===== src/rtl/timer_control.sv =====
// Countdown-timer control core: start/pause/timeout FSM, one-second tick
// prescaler and 7-segment digit-scan selector.
module timer_control #(
  parameter int CLK_HZ     = 50_000_000,
  parameter int SCAN_DIV   = 65536,
  parameter int NUM_DIGITS = 3
) (
  input  logic        clk,
  input  logic        reset,
  input  logic        start_i,
  input  logic        tim_zero,
  output logic        start_o,
  output logic        timeout,
  output logic        sec1,
  output logic [31:0] sec1_counter,
  output logic [1:0]  oe_digit
);

  localparam int SCAN_W = (SCAN_DIV > 1) ? $clog2(SCAN_DIV) : 1;

  typedef enum logic [1:0] {
    S_IDLE    = 2'd0,
    S_RUN     = 2'd1,
    S_PAUSE   = 2'd2,
    S_TIMEOUT = 2'd3
  } state_t;

  state_t              r_state;
  logic                r_start_q;
  logic                r_start_o;
  logic                r_timeout;
  logic [31:0]         r_sec_cnt;
  logic [SCAN_W-1:0]   r_scan_cnt;
  logic [1:0]          r_oe_digit;

  logic                w_start_edge;
  logic                w_sec_wrap;
  logic [31:0]         w_sec_next;
  logic                w_scan_wrap;

  assign w_start_edge = start_i & ~r_start_q;
  assign w_sec_wrap   = (r_sec_cnt == 32'(CLK_HZ - 1));
  assign w_sec_next   = w_sec_wrap ? 32'd0 : r_sec_cnt + 32'd1;
  assign w_scan_wrap  = (r_scan_cnt == SCAN_W'(SCAN_DIV - 1));

  // The tick counter follows the state it is in during the cycle, so the edge
  // that leaves RUN still advances it and PAUSE freezes the advanced value.
  always_ff @(posedge clk or posedge reset) begin
    if (reset) begin
      r_state   <= S_IDLE;
      r_start_q <= 1'b0;
      r_start_o <= 1'b0;
      r_timeout <= 1'b0;
      r_sec_cnt <= 32'd0;
    end else begin
      r_start_q <= start_i;
      case (r_state)
        S_IDLE: begin
          r_sec_cnt <= 32'd0;
          if (w_start_edge) begin
            r_state   <= S_RUN;
            r_start_o <= 1'b1;
          end
        end
        S_RUN: begin
          r_sec_cnt <= w_sec_next;
          if (tim_zero) begin
            r_state   <= S_TIMEOUT;
            r_start_o <= 1'b0;
            r_timeout <= 1'b1;
          end else if (w_start_edge) begin
            r_state   <= S_PAUSE;
            r_start_o <= 1'b0;
          end
        end
        S_PAUSE: begin
          if (w_start_edge) begin
            r_state   <= S_RUN;
            r_start_o <= 1'b1;
          end
        end
        S_TIMEOUT: begin
          if (w_start_edge) begin
            r_state   <= S_IDLE;
            r_timeout <= 1'b0;
            r_sec_cnt <= 32'd0;
          end else begin
            r_sec_cnt <= w_sec_next;
          end
        end
        default: begin
          r_state   <= S_IDLE;
          r_start_o <= 1'b0;
          r_timeout <= 1'b0;
          r_sec_cnt <= 32'd0;
        end
      endcase
    end
  end

  // Digit scan runs regardless of FSM state so the display never freezes.
  always_ff @(posedge clk or posedge reset) begin
    if (reset) begin
      r_scan_cnt <= '0;
      r_oe_digit <= 2'd0;
    end else begin
      if (w_scan_wrap) begin
        r_scan_cnt <= '0;
        if (r_oe_digit == 2'(NUM_DIGITS - 1))
          r_oe_digit <= 2'd0;
        else
          r_oe_digit <= r_oe_digit + 2'd1;
      end else begin
        r_scan_cnt <= r_scan_cnt + SCAN_W'(1);
      end
    end
  end

  assign start_o      = r_start_o;
  assign timeout      = r_timeout;
  assign sec1         = r_start_o & w_sec_wrap;
  assign sec1_counter = r_sec_cnt;
  assign oe_digit     = r_oe_digit;

endmodule


===== config.mk =====
export PLATFORM = sky130hd
export DESIGN_NAME = timer_control
export DESIGN_NICKNAME = d
export VERILOG_FILES = /design/src/rtl/timer_control.sv
export SDC_FILE = /design/constraint.sdc
export NUM_CORES = 1
export LEC_CHECK = 0
export ABC_AREA = 1
export BUFFER_PORTS_ARGS = -buffer_cell sky130_fd_sc_hd__buf_4
export CORE_UTILIZATION = 63
export DETAILED_ROUTE_END_ITERATION = 12
export PLACE_DENSITY = 0.91
export SETUP_SLACK_MARGIN = 0.15
export SYNTH_ARGS = -nofsm -noshare
export SYNTH_HDL_FRONTEND = slang
export SYNTH_SLANG_ARGS = --single-unit
export TNS_END_PERCENT = 100

===== constraint.sdc =====
create_clock -name clk -period 5.1 [get_ports clk]
set_clock_uncertainty 0.05 [all_clocks]
set_input_delay 1.53 -clock clk [delete_from_list [all_inputs] [get_ports clk]]
set_output_delay 1.53 -clock clk [all_outputs]
set_load 0.01 [all_outputs]

==> summary by stage <==
Clock tree
In this run the number of H-tree levels came out at 2. The CTS tree is built. The clock insertion delay at the later pin of the skew report is around 0.31 ns. Clock tree synthesis inserted a total of 5 buffers. In this run the post-CTS setup repair buffer count came out at 0. The tree built by TritonCTS fans out to between 50 and 60 sinks. The number of gates resized after CTS is 0. After clock tree synthesis, the flow added hold-fix buffers numbering 0. The clock root buffer is sky130_fd_sc_hd__clkbuf_8. Clock-pin slew was measured on the worst setup and hold paths at roughly 0.1 ns. The clock passes through at most 2 buffers.

Finish
Leaving out fill and tap cells, the most frequent cell in the layout is sky130_fd_sc_hd__nand2_1. The share of layout cells above drive strength 1 is 0.1763. The total inserted antenna cells is 0. The finished cells cover 3739 um2. The area added between synthesis and finish is 14.18%.

In the layout the commonest cells are sky130_fd_sc_hd__nand2_1 (112), sky130_fd_sc_hd__nor2_1 (83), sky130_fd_sc_hd__dfrtp_1 (55). After the last flow step, the layout net total stands at 487.

Logic synthesis
Synthesis handed over a netlist of between 400 and 500 instances. The post-synthesis net count is 443. Of the synthesized area, sequential elements account for 0.4203. The cell area after synthesis is 3274 um2. The count of unique library cells instantiated by Yosys is 34. Synthesis inferred 55 register bits. Yosys printed 0 warnings.

The synthesized area per cell is 7.493 um2.

Floorplan
Pin placement for this block handled 41 I/O pins. The floorplan has 25 rows. Measured along the x axis, the die boundary spans 74.10 um. The initial utilization of the core area, before any placement, comes to 0.6754. The height of the die is around 74 um. The die footprint is 5490 um2. The area of the core region is 4848 um2.

GRT
For this run, global-route usage on met3 was measured as 0.04336. The first global-routing pass estimated 12,480 um of wire. For this run, global-route usage on met1 was measured as 0.4433. The initial antenna violation count was 0. The via count of the first global-routing pass is between 2k and 3k.

The met2 track utilization from global routing is 0.4535. The global-route total usage across every layer is 0.3022. The total overflow reported by the global router is 0. The highest-utilization routing layer at the global route stage is met2. Entering global routing, the biggest net connects between 50 and 60 pins.

Outcome
The run finished with clean final reports.

Worst setup path
Of all nets on the critical path, the largest fanout is 6. The class of the most critical setup path is register to output pin. For this design, the slowest cell found on the critical path is sky130_fd_sc_hd__dfrtp_1. The data required time of the worst path is 3.52 ns. In this design, the stage delay of the slowest critical-path cell is 0.44 ns. STA classifies the critical path startpoint as a register. The critical path goes through ha_1, nand2_2, nor2_4, nand3_1, nor3_1, buf_4. At the worst endpoint, the arrival time is 1.82 ns. The kind of end point of the critical path is an output pin.

Run
The count of maximum capacitance violations is 0.

Routing
The number of detailed-route iterations in the first pass is 6. The detail-routed net length per standard cell is 13.54 um. The final wirelength is around 7400 um. The detailed router finished its first iteration with 331 violations.

Using the TritonRoute via totals, the vias-per-cell ratio works out to about 5.4. The DRC violation count after routing is 0. Detailed routing inserted a total of 2,992 vias. The count of nets left with antenna violations once routing finished came out at 0.

STA
The clock period minus worst slack is 3.395 ns. Final hold analysis gives a worst-case slack of around 0.42 ns. The measured slew at the worst slew-check pin is 0.6876 ns.

The total negative slack for setup checks is 0 ns. The count of final hold-check violations was 0. Setup repair after global routing left no endpoint under its margin. In this run the tightest slew margin relative to its limit is 0.5391. The period utilization is 0.6657. The number of endpoints failing setup at the final stage is 0. The total count of max-transition violations in the final report is 0. The maximum clock frequency is 294.5 MHz.

Placed design
In this run the tool buffered the top-level ports with 40 buffer cells. The HPWL reported at the end of detailed placement is 5414 um. The congestion estimate from routability-driven global placement came to 0.9173. Once placement finished, the instance area stood at 3627 um2.

Pwr
The power density over the cells is 256.6 nW/um2. For this design the static power due to leakage is 1.787 nW. The highest ir drop seen on vdd is between 0.0002 and 0.00025 V.

Min path
The path class of the tightest hold or removal check is register to register.
[cell type report]
class / count / area (um2)
Fill cell: 348 / 1110
Clock buffer: 6 / 72.57
Tap cell: 67 / 83.83
Multi-Input combinational cell: 322 / 1648
Sequential cell: 55 / 1376
Timing Repair Buffer: 41 / 307.8
Clock inverter: 2 / 38.79
Inverter: 56 / 211.5
[kinds of logic (layout without fill, tap and decap cells)]
kind of cell | count (synthesis) | after routing | synth area share
adders and majority gates | 2 | 2 | 0.007641
buffers and inverters | 60 | 105 | 0.07642
DFF | 55 | 55 | 0.4203
and+or+nand+nor | 278 | 278 | 0.3970
AOI/OAI and AO/OA | 14 | 14 | 0.02369
xor gates and xnor gates | 28 | 28 | 0.07489
[through the flow]
step / total power [mW] / std cells / setup WS, ns / utilization
after floorplan: 0.6179 / 437 / 2.177 / -
after global placement: 0.6654 / 541 / 2.135 / 0.7481
after detailed placement: 0.6702 / 541 / 2.080 / 0.7481
after CTS: 0.9622 / 549 / 1.724 / 0.7711
after global routing: 0.9960 / 549 / 1.567 / 0.7711
final: 0.9592 / 549 / 1.705 / 0.7711
[power breakdown]
part | internal, mW | switching, mW | leakage [nW]
Clock | 0.149 | 0.146 | 0.0558
Sequential | 0.459 | 0.0274 | 0.739
Combinational | 0.0549 | 0.123 | 0.993
Total | 0.663 | 0.296 | 1.79
[cell usage after synthesis]
cell / instances / area share
sky130_fd_sc_hd__ha_1: 2 / 0.0076
sky130_fd_sc_hd__nor2_2: 9 / 0.017
sky130_fd_sc_hd__buf_4: 1 / 0.0023
sky130_fd_sc_hd__nor2_4: 5 / 0.017
sky130_fd_sc_hd__inv_2: 5 / 0.0057
sky130_fd_sc_hd__nor3_1: 4 / 0.0061
sky130_fd_sc_hd__nand2_1: 112 / 0.13
sky130_fd_sc_hd__nand3_2: 2 / 0.0061
sky130_fd_sc_hd__xor2_1: 22 / 0.059
sky130_fd_sc_hd__nor2_8: 1 / 0.0061
sky130_fd_sc_hd__nor3_2: 1 / 0.0031
sky130_fd_sc_hd__xnor2_1: 6 / 0.016
sky130_fd_sc_hd__nor3b_1: 4 / 0.0092
sky130_fd_sc_hd__clkinv_2: 1 / 0.0015
sky130_fd_sc_hd__nand3_4: 1 / 0.0054
sky130_fd_sc_hd__a31oi_1: 1 / 0.0019
sky130_fd_sc_hd__nand3b_1: 2 / 0.0046
sky130_fd_sc_hd__nand4_2: 1 / 0.0038
sky130_fd_sc_hd__inv_1: 50 / 0.057
sky130_fd_sc_hd__nor3b_2: 1 / 0.0038
sky130_fd_sc_hd__nand2_2: 7 / 0.013
sky130_fd_sc_hd__o21bai_1: 1 / 0.0023
sky130_fd_sc_hd__dfrtp_1: 55 / 0.42
sky130_fd_sc_hd__o21ai_0: 7 / 0.011
sky130_fd_sc_hd__buf_8: 1 / 0.0046
sky130_fd_sc_hd__buf_2: 1 / 0.0015
sky130_fd_sc_hd__a21oi_1: 2 / 0.0031
sky130_fd_sc_hd__nand3_1: 34 / 0.052
sky130_fd_sc_hd__nand4_1: 9 / 0.017
sky130_fd_sc_hd__nor3_4: 1 / 0.0050
sky130_fd_sc_hd__o22ai_1: 3 / 0.0057
sky130_fd_sc_hd__buf_6: 1 / 0.0034
sky130_fd_sc_hd__nand2_4: 1 / 0.0034
sky130_fd_sc_hd__nor2_1: 83 / 0.095
[per-layer routing]
layer / share of wire / wire (um)
met5: 0 / 0
met1: 0.45 / 3338
met2: 0.45 / 3317
met4: 0.024 / 182
met3: 0.080 / 594
[registers in the layout, indices dropped and copies added (netlist names)]
register / cells
oe_digit: 2
r_scan_cnt: 16
r_start_q: 1
r_state: 2
sec1_counter: 32
start_o: 1
timeout: 1
[final timing paths]
path	slack (ns)	depth (start not counted)	start	endpoint
max	1.70	6	sec1_counter[0]	sec1
min reg2reg	0.42	1	r_scan_cnt[0]	r_scan_cnt[0]
min in group asynchronous	1.34	3	reset	r_start_q
max in group asynchronous	3.21	3	reset	sec1_counter[7]
max reg2reg	3.23	9	r_scan_cnt[0]	oe_digit[1]
min	0.42	1	r_scan_cnt[0]	r_scan_cnt[0]
[worst max-delay path: cells and delay by family (launching register included)]
family	cells	cell delay, ns
adders and majority gates	1	0.30
buffers and inverters	1	0.18
DFF	1	0.44
and+or+nand+nor	4	0.57
No activity file was read; power rests on OpenSTA's default activity.
